**src/rtl/insn_pkg.sv**
```systemverilog
// Shared definitions for the instruction loader: instruction field layout,
// loader FSM state encoding, default memory depth and a word-legality helper.
// The field layout mirrors the single-cycle core's instruction decoder.
package insn_pkg;

  // Default instruction-memory depth in 32-bit words.
  localparam int DEPTH = 32;

  // Instruction field positions (msb/lsb).
  localparam int SRC1_MSB  = 4;
  localparam int SRC1_LSB  = 0;
  localparam int SRC2_MSB  = 9;
  localparam int SRC2_LSB  = 5;
  localparam int DST_MSB   = 14;
  localparam int DST_LSB   = 10;
  localparam int IMM_MSB   = 19;
  localparam int IMM_LSB   = 15;
  localparam int M_W_BIT   = 20;
  localparam int R_W_BIT   = 21;
  localparam int OP_BIT    = 22;
  localparam int R_SRC_BIT = 23;
  localparam int RSVD_MSB  = 31;
  localparam int RSVD_LSB  = 24;

  // Same layout as a packed struct, msb first.
  typedef struct packed {
    logic [7:0] rsvd;
    logic       r_src;
    logic       op;
    logic       r_w;
    logic       m_w;
    logic [4:0] imm;
    logic [4:0] dst;
    logic [4:0] src2;
    logic [4:0] src1;
  } insn_t;

  // Loader FSM states.
  typedef enum logic [2:0] {
    ST_IDLE   = 3'd0,
    ST_DATA   = 3'd1,
    ST_WRITE  = 3'd2,
    ST_CHECK  = 3'd3,
    ST_FINISH = 3'd4
  } state_t;

  // A word is encodable by the core only if its reserved byte is zero.
  function automatic logic insn_legal(input logic [31:0] w);
    insn_t f;
    f = insn_t'(w);
    return (f.rsvd == 8'h00) && (w[RSVD_MSB:RSVD_LSB] == 8'h00);
  endfunction

endpackage

```
**src/rtl/insn_loader_byte_packer.sv**
```systemverilog
// Byte packer: assembles 4 bytes into a little-endian word and keeps a running
// XOR of every byte taken since the last clear. Word is registered; o_full
// flags that the next accepted byte completes the current word.
module byte_packer (
  input  logic        clk,
  input  logic        rst,
  input  logic        i_clr,
  input  logic        i_en,
  input  logic [7:0]  i_byte,
  output logic [31:0] o_word,
  output logic [7:0]  o_xor,
  output logic        o_full
);

  logic [31:0] r_word;
  logic [1:0]  r_byte_idx;
  logic [7:0]  r_xor;

  // Lane shift-in, byte counter and checksum accumulation.
  always_ff @(posedge clk or posedge rst) begin
    if (rst) begin
      r_word     <= 32'h0;
      r_byte_idx <= 2'd0;
      r_xor      <= 8'h0;
    end else if (i_clr) begin
      r_byte_idx <= 2'd0;
      r_xor      <= 8'h0;
    end else if (i_en) begin
      r_word[{r_byte_idx, 3'b000} +: 8] <= i_byte;
      r_byte_idx                        <= r_byte_idx + 2'd1;
      r_xor                             <= r_xor ^ i_byte;
    end
  end

  assign o_word = r_word;
  assign o_xor  = r_xor;
  assign o_full = (r_byte_idx == 2'd3);

endmodule

```
**src/rtl/insn_loader.sv**
```systemverilog
// Program loader: parses count/payload/checksum frames and writes words to imem.
// Latency: write strobe one cycle after a word's 4th byte; done/err one cycle after FINISH.
// Backpressure: in_ready drops for the WRITE and FINISH cycles; in_valid low stalls freely.
module insn_loader #(
  parameter int DEPTH  = insn_pkg::DEPTH,
  parameter int ADDR_W = 32
) (
  input  logic              clk,
  input  logic              rst,
  input  logic              in_valid,
  input  logic [7:0]        in_data,
  output logic              in_ready,
  output logic              mem_w,
  output logic [ADDR_W-1:0] mem_addr,
  output logic [31:0]       mem_w_v,
  output logic              cpu_hold,
  output logic              done,
  output logic              err
);
  import insn_pkg::*;

  // Word index covers 0..DEPTH-1; the count register must also hold DEPTH.
  localparam int IW = (DEPTH > 1) ? $clog2(DEPTH) : 1;
  localparam int NW = $clog2(DEPTH + 1);

  state_t          r_state;
  state_t          w_state_nxt;
  logic [NW-1:0]   r_n;
  logic [IW-1:0]   r_word_idx;
  logic            r_hold;
  logic            r_done;
  logic            r_err;
  logic            r_bad_word;
  logic            r_csum_ok;

  logic            w_ready;
  logic            w_acc;
  logic [31:0]     w_cnt_ext;
  logic            w_cnt_legal;
  logic            w_cnt_take;
  logic            w_cnt_bad;
  logic            w_data_take;
  logic            w_chk_take;
  logic            w_last_word;
  logic [31:0]     w_pk_word;
  logic [7:0]      w_pk_xor;
  logic            w_pk_full;

  // in_ready is a pure state decode, forced low while reset is held.
  assign w_ready  = (r_state == ST_IDLE) || (r_state == ST_DATA) || (r_state == ST_CHECK);
  assign in_ready = w_ready & ~rst;
  assign w_acc    = in_valid & in_ready;

  // Count byte must be in 1..DEPTH.
  assign w_cnt_ext   = {24'd0, in_data};
  assign w_cnt_legal = (w_cnt_ext != 32'd0) && (w_cnt_ext <= 32'(DEPTH));

  assign w_cnt_take  = w_acc && (r_state == ST_IDLE) && w_cnt_legal;
  assign w_cnt_bad   = w_acc && (r_state == ST_IDLE) && !w_cnt_legal;
  assign w_data_take = w_acc && (r_state == ST_DATA);
  assign w_chk_take  = w_acc && (r_state == ST_CHECK);

  // Index of the word being written is the last one of the frame.
  assign w_last_word = ((NW'(r_word_idx) + NW'(1)) == r_n);

  byte_packer u_packer (
    .clk    (clk),
    .rst    (rst),
    .i_clr  (w_cnt_take),
    .i_en   (w_data_take),
    .i_byte (in_data),
    .o_word (w_pk_word),
    .o_xor  (w_pk_xor),
    .o_full (w_pk_full)
  );

  // FSM state register.
  always_ff @(posedge clk or posedge rst) begin
    if (rst) begin
      r_state <= ST_IDLE;
    end else begin
      r_state <= w_state_nxt;
    end
  end

  // FSM next-state decode.
  always_comb begin
    w_state_nxt = r_state;
    case (r_state)
      ST_IDLE:   if (w_cnt_take) w_state_nxt = ST_DATA;
      ST_DATA:   if (w_data_take && w_pk_full) w_state_nxt = ST_WRITE;
      ST_WRITE:  w_state_nxt = w_last_word ? ST_CHECK : ST_DATA;
      ST_CHECK:  if (w_chk_take) w_state_nxt = ST_FINISH;
      ST_FINISH: w_state_nxt = ST_IDLE;
      default:   w_state_nxt = ST_IDLE;
    endcase
  end

  // Frame bookkeeping: count, word index, sticky encoding flag, status levels.
  always_ff @(posedge clk or posedge rst) begin
    if (rst) begin
      r_n        <= '0;
      r_word_idx <= '0;
      r_hold     <= 1'b0;
      r_done     <= 1'b0;
      r_err      <= 1'b0;
      r_bad_word <= 1'b0;
      r_csum_ok  <= 1'b0;
    end else begin
      if (w_cnt_take) begin
        r_n        <= in_data[NW-1:0];
        r_word_idx <= '0;
        r_bad_word <= 1'b0;
        r_done     <= 1'b0;
        r_err      <= 1'b0;
        r_hold     <= 1'b1;
      end
      if (w_cnt_bad) begin
        r_err  <= 1'b1;
        r_done <= 1'b0;
      end
      if (r_state == ST_WRITE) begin
        // The write always happens; an illegal encoding only poisons the frame.
        if (!insn_legal(w_pk_word)) begin
          r_bad_word <= 1'b1;
        end
        // Hold the index at N-1 after the last word so it never wraps.
        if (!w_last_word) begin
          r_word_idx <= r_word_idx + IW'(1);
        end
      end
      if (w_chk_take) begin
        r_csum_ok <= (in_data == w_pk_xor);
      end
      if (r_state == ST_FINISH) begin
        r_done <= r_csum_ok && !r_bad_word;
        r_err  <= !(r_csum_ok && !r_bad_word);
        r_hold <= 1'b0;
      end
    end
  end

  assign mem_w    = (r_state == ST_WRITE);
  assign mem_addr = ADDR_W'(r_word_idx);
  assign mem_w_v  = w_pk_word;
  assign cpu_hold = r_hold;
  assign done     = r_done;
  assign err      = r_err;

endmodule

```
**config.mk**
```make
export PLATFORM = sky130hd
export DESIGN_NAME = insn_loader
export DESIGN_NICKNAME = d
export VERILOG_FILES = /design/src/rtl/insn_pkg.sv /design/src/rtl/insn_loader_byte_packer.sv /design/src/rtl/insn_loader.sv
export SDC_FILE = /design/constraint.sdc
export NUM_CORES = 1
export LEC_CHECK = 0
export CORE_ASPECT_RATIO = 1.1
export CORE_UTILIZATION = 57
export CTS_CLUSTER_DIAMETER = 120
export DETAILED_ROUTE_END_ITERATION = 12
export DONT_BUFFER_PORTS = 1
export GPL_TIMING_DRIVEN = 0
export PLACE_DENSITY = 0.72
export REMOVE_ABC_BUFFERS = 1
export SLEW_MARGIN = 20
export SYNTH_ARGS = -nofsm -noshare
export SYNTH_HDL_FRONTEND = slang
export SYNTH_SLANG_ARGS = --single-unit
```
**constraint.sdc**
```tcl
create_clock -name clk -period 2.9 [get_ports clk]
set_input_delay 0.435 -clock clk [delete_from_list [all_inputs] [get_ports clk]]
set_output_delay 0.435 -clock clk [all_outputs]
set_load 0.005 [all_outputs]
```
-- Yosys cells after proc, flatten, opt, wreduce, memory -nomap -nowiden
Cells that the tools add are included.
- register bits after elaboration: 61
- bits in latches: 0
- RAM bits: 0
- ROM bits: 0
- input bits: 11
- output and inout port bits: 69
- word-level logic and storage cells: 77
- memories kept: 0
- add/sub/neg operators: 4
- multipliers: 0
- div/mod/pow operators: 0
- magnitude comparators: 1
- equality and inequality tests: 10
- shift-type cells: 2
- muxes and demuxes: 23
- bitwise logic cells: 5
- reductions and logical operators: 21
- operators by type and width (operator ; number):
    32-bit bitwise mux ; 1
    32-bit nonzero test ; 1
    8-bit by 7-bit variable shift with 32-bit output (first input constant) ; 1
    8-bit by 7-bit indexed part select with 32-bit output ; 1
    8-bit 2-to-1 mux ; 2
    5-bit 2-to-1 mux ; 3
    3-bit one-hot mux with 4 select lines ; 1
    1-bit 2-to-1 mux ; 10
    3-bit 2-to-1 mux ; 3
    8-bit == test ; 1
    8-bit by 6-bit less-or-equal comparator with 1-bit output (second input constant) ; 1
    1-bit logical AND ; 8
    8-bit zero test ; 1
    8-bit XOR ; 1
    5-bit negator with 7-bit output ; 1
    5-bit by 1-bit adder with 6-bit output (second input constant) ; 1
    3-bit by 2-bit == test with 1-bit output (second input constant) ; 2
    6-bit == test ; 1
    2-bit 2-to-1 mux ; 3
    5-bit by 1-bit adder with 5-bit output (second input constant) ; 1
    2-bit by 1-bit != test with 1-bit output (second input constant) ; 2
    2-bit nonzero test ; 2
    3-bit by 1-bit == test with 1-bit output (second input constant) ; 1
    3-bit == test (second input constant) ; 1
    other kinds (11) ; 16

-- Longest topological paths before layout
- word-level depth: 10
- depth in mapped cells: 7
- gate-level depth less buffers: 6

-- Hierarchy
From an unflattened synthesis, not the netlist that was laid out.
- cell total of the unflattened synthesis: 332
- area total of the unflattened synthesis: 3432.0 µm²
- by module, submodules not included (module ; instances ; cells each ; area an instance (µm²) ; seq. area each (µm²)):
    byte_packer ; 1 ; 178 ; 2087.0 ; 1051.0
    insn_loader ; 1 ; 154 ; 1345.0 ; 475.5

-- Least setup slack after synthesis
OpenSTA, ideal clock, no wires.
- kind: register to register
- from: register r_word_idx[0]
- to: register r_state[1]
- library setup time: 87 ps
- arrival time: 1970 ps
- data required time: 2813 ps
- setup slack: 843 ps
- stages on the path, launching flop included: 7
- cell sequence: dfrtp_1 ha_1 xnor2_1 nand2_1 or4_4 or2_1 a211oi_2
- word-level cells in the longest chain between the ends: 4
- ends and longest elaborated chain (element ; line ; source):
    start: declaration ; insn_loader.sv:29 ; logic [IW-1:0] r_word_idx;
    start signal: assignment ; insn_loader.sv:129 ; r_word_idx <= r_word_idx + IW'(1);
    5-bit by 1-bit adder with 6-bit output ; insn_loader.sv:64 ; assign w_last_word = ((NW'(r_word_idx) + NW'(1)) == r_n);
    6-bit == test ; insn_loader.sv:64 ;
    2-bit 2-to-1 mux ; insn_loader.sv:92 ; ST_WRITE: w_state_nxt = w_last_word ? ST_CHECK : ST_DATA;
    3-bit one-hot mux with 4 select lines ; insn_loader.sv:89 ; case (r_state)
    end signal: assignment ; insn_loader.sv:82 ; r_state <= w_state_nxt;
    end: declaration ; insn_loader.sv:26 ; state_t r_state;
Every way passes these cells.
A chain may end at the register's enable or synchronous reset.

-- Worst setup path after layout
- from: register r_word_idx[0]
- to: register r_word_idx[1]
- word-level cells in the longest chain between the ends: 4
- elaborated cells between the ends (all ways): 5
- classes of those cells: add/sub: 2; eq/ne: 1; mux: 2
- ends and longest elaborated chain (element ; line ; source):
    5-bit by 1-bit adder with 6-bit output ; insn_loader.sv:64 ;
    6-bit == test ; insn_loader.sv:64 ;
    5-bit 2-to-1 mux * ; insn_loader.sv:128 ; if (!w_last_word) begin
    5-bit 2-to-1 mux * ; insn_loader.sv:122 ; if (r_state == ST_WRITE) begin
Mark *: on every way between the ends. The rest lies on a longest branch, timed or not.

==> impl_metrics.py <==
metrics = {
    "timing": {
        "period_needed_ps": 2200,
        "clock_skew_ps": 7.09,
        "period_share_pct": 75.9,
        "fmax_mhz": 455,
        "setup_viol": 0,
        "finalSetupTns_ps": 0,
        "finalHoldViolCount": 0,
        "final_max_slew_viol_count": 0,
        "max_slew_margin_pct": 35.0,
        "tightestPinTransition_ps": 968,
        "rsz0062_at_grt": "no",
    },
    "clock_tree": {
        "root_buffer": "clkbuf_8",
        "cts-htree-levels": 3,
        "cts_tree": "yes",
        "clock_path_buffers": 2,
        "cts_made_buffers": 9,
        "clkSinkCount": 61,
        "clk_latency_ps": 340,
        "clk_pin_slew_ps": 70,
    },
    "global_routing": {
        "grt_max_degree": 52,
        "first_global_vias": 2261,
        "antenna_found_initial": 0,
        "met1_usage_pct": 30.9,
        "busiest_layer": "met2",
        "grt_pass1_wl_microns": 10800,
        "grt_overflow_total": 0,
        "grt_util_met3_pct": 7.78,
        "grtUsageMet2_pct": 40.6,
        "grt.total_usage_pct": 25.3,
    },
    "logic_synthesis": {
        "ys_ff_latch": 61,
        "synth_edf_count": 0,
        "synth-adder-area-share_pct": 2.35,
        "ys_warn_count": 0,
        "synth_cell_types": 48,
        "synth_top_family_by_area": "simple AND/OR/NAND/NOR gates",
        "synth_top_area_share_pct": 47.9,
        "synth.avg_cell_area_sq_um": 8.93,
        "synth_mux_area_share_pct": 2.04,
        "yosys-top-cells-area": "dfrtp_1 (48%), nand2_1 (10%), o21ai_0 (8.3%)",
        "syn_area_sq_um": 3190,
        "yosys.area_share.simple_pct": 19.2,
        "syn_inst": 357,
        "ys.flop_type": "dfrtp_1",
        "synthArstFlopShare_pct": 100,
        "synth_compound_area_share_pct": 14.1,
        "post-synth-top-area-cell": "dfrtp_1",
        "yosysSeqAreaShare_pct": 47.9,
        "synth_xor_area_share_pct": 4.08,
    },
    "worst_setup_path": {
        "critPathMaxFanout": 6,
        "start_kind": "flip-flop",
        "cp.arrival_ps": 2460,
        "max_stage_delay_ps": 560,
        "cp.required_ps": 3160,
        "path_buf_inv": 0,
        "slowest_stage": "or4_4",
        "critPathTopFamily": "simple AND/OR/NAND/NOR gates",
        "endpoint_kind": "flip-flop",
        "path_cells": "ha_1 -> xnor2_1 -> nand2_1 -> or4_4 -> o21ai_2 -> mux2i_1",
        "critical_path_class": "reg2reg",
    },
    "die": {
        "die_w_microns": 73.3,
        "die_y_microns": 80.4,
        "rows": 28,
        "dieArea_sq_um": 5900,
        "start_util_pct": 59.1,
        "core_area_sq_um": 5400,
        "ios": 80,
    },
    "final_layout": {
        "n_fill_cell": 479,
        "multiInputGateArea_sq_um": 1440,
        "n_antenna_cell": 0,
        "fin_nets": 369,
        "drive_gt1_share_pct": 8.40,
        "register_area_sq_um": 1530,
        "area_delta_synth_final_pct": 4.71,
        "final_area_sq_um": 3340,
    },
    "run_status": {
        "status": "finished clean",
    },
    "route": {
        "drtIter0Drc": 149,
        "num_vias": 2364,
        "routed_via_density": 5.47,
        "drc": 0,
        "wl_microns": 6670,
        "antenna_left": 0,
        "routedWlPerCell_microns": 15.4,
        "drt_pass1_iterations": 4,
    },
    "placement": {
        "gp_congestion": 0.787,
        "port_buffers": 0,
        "placed_area_sq_um": 3130,
        "dp_hpwl_microns": 4460,
    },
    "power": {
        "seqPwrFrac_pct": 46.7,
        "clockPowerShare_pct": 23.7,
        "ir_drop_v": 0.000507,
        "p_comb_share_pct": 29.6,
        "p_int_mw": 1.98,
        "swShare_pct": 38.0,
        "cellPowerDensity_nw_per_um2": 957,
        "p_sw_mw": 1.21,
        "leakagePower_nw": 1.50,
    },
    "job": {
        "drv_cap": 0,
    },
    "hold_path": {
        "holdCritPathClass": "in2reg",
    },
}
-- cell usage in the layout (no fill, tap or decap), types with 2 or more instances in the layout --
cell and count:
clkbuf_8 10, o31ai_1 2, o21ai_2 2, nor3_1 4, nor2_1 15, nand3_1 7
a21oi_1 3, conb_1 27, o211ai_1 2, clkinv_2 2, ha_1 6, xor2_1 9
mux2i_1 2, mux2_2 4, nand3b_1 2, o21ai_0 53, nand2b_1 3, clkinvlp_4 3
nor4_1 5, a31oi_1 3, inv_1 10, nor3b_1 5, dfrtp_1 61, xnor2_1 4
nand2_1 86
-- path summary, 6_finish.rpt --
check	end	depth (start not counted)	slack [ps]	startpoint
hold reg to reg	r_n[1]	2	500	r_n[1]
max in group asynchronous	r_word_idx[0]	3	1940	rst
setup reg to reg	r_word_idx[1]	6	700	r_word_idx[0]
hold / removal	u_packer.o_word[7]	2	220	in_data[7]
setup / recovery	r_word_idx[1]	6	700	r_word_idx[0]
min in group asynchronous	cpu_hold	2	480	rst
-- power groups by stage --
stage	Sequential, mW	Combinational, mW	Clock [mW]
floorplan	1.42	0.777	0
global placement	1.49	0.900	0
detailed placement	1.50	0.947	0
CTS	1.49	0.950	0.770
global route	1.54	1.10	0.812
finish	1.49	0.945	0.757
-- metal layers --
| layer | wire, microns | vias to the layer above |
|---|---|---|
| met5 | 0 | - |
| met4 | 100 | 0 |
| met3 | 618 | 9 |
| met2 | 3170 | 99 |
| met1 | 2780 | 1121 |
| li1 | - | 1135 |
-- kinds of logic (layout without fill, tap and decap cells) --
group	count (synthesis)	after routing
other cells	1	27
flops	61	61
mux	6	6
buf+inv	55	29
fa+ha+maj	6	6
simple gates	137	137
compound gates	77	77
xor+xnor	14	14
-- per-stage QoR --
step,total power [mW],hold WS (ps),std cells,setup slack (ps),util (%)
floorplan,2.20,468,339,832,-
detailed placement,2.45,226,415,655,58.0
global placement,2.39,485,414,126,57.3
finish,3.19,222,432,700,61.9
CTS,3.22,211,432,690,61.9
global route,3.45,220,432,501,61.9
-- state kept, by name, summed over array words and instances (netlist names) --
name	flops
err	1
r_n	6
u_packer.r_byte_idx	2
u_packer.o_xor	8
u_packer.o_word	32
done	1
cpu_hold	1
r_csum_ok	1
r_word_idx	5
r_bad_word	1
r_state	3
-- what timing repair did --
action | CTS | global route
endpoints found under the hold margin | 10 | 0
setup buffers | 0 | 0
hold buffers | 1 | 0
gates resized for setup | 0 | 0
-- synth_stat cells, types with 4 or more instances --
cell type	number
nor4_1	5
dfrtp_1	61
xnor2_1	4
nor3b_1	5
mux2_2	4
nor2_1	15
buf_2	4
nand3_1	7
inv_1	11
nor3_1	5
clkbuf_1	11
buf_4	27
o21ai_0	53
nand2_1	86
ha_1	6
xor2_1	9
-- cell type report --
cell class | count | share of cell area (%)
flip-flops and latches | 61 | 45.7
multi-input cells | 267 | 43.0
clock buffers | 10 | 4.12
well taps | 75 | 2.81
clock inverters | 6 | 1.87
inverters | 11 | 1.31
repair buffers | 2 | 1.12
Note: power is estimated with default switching activity, not from simulation.
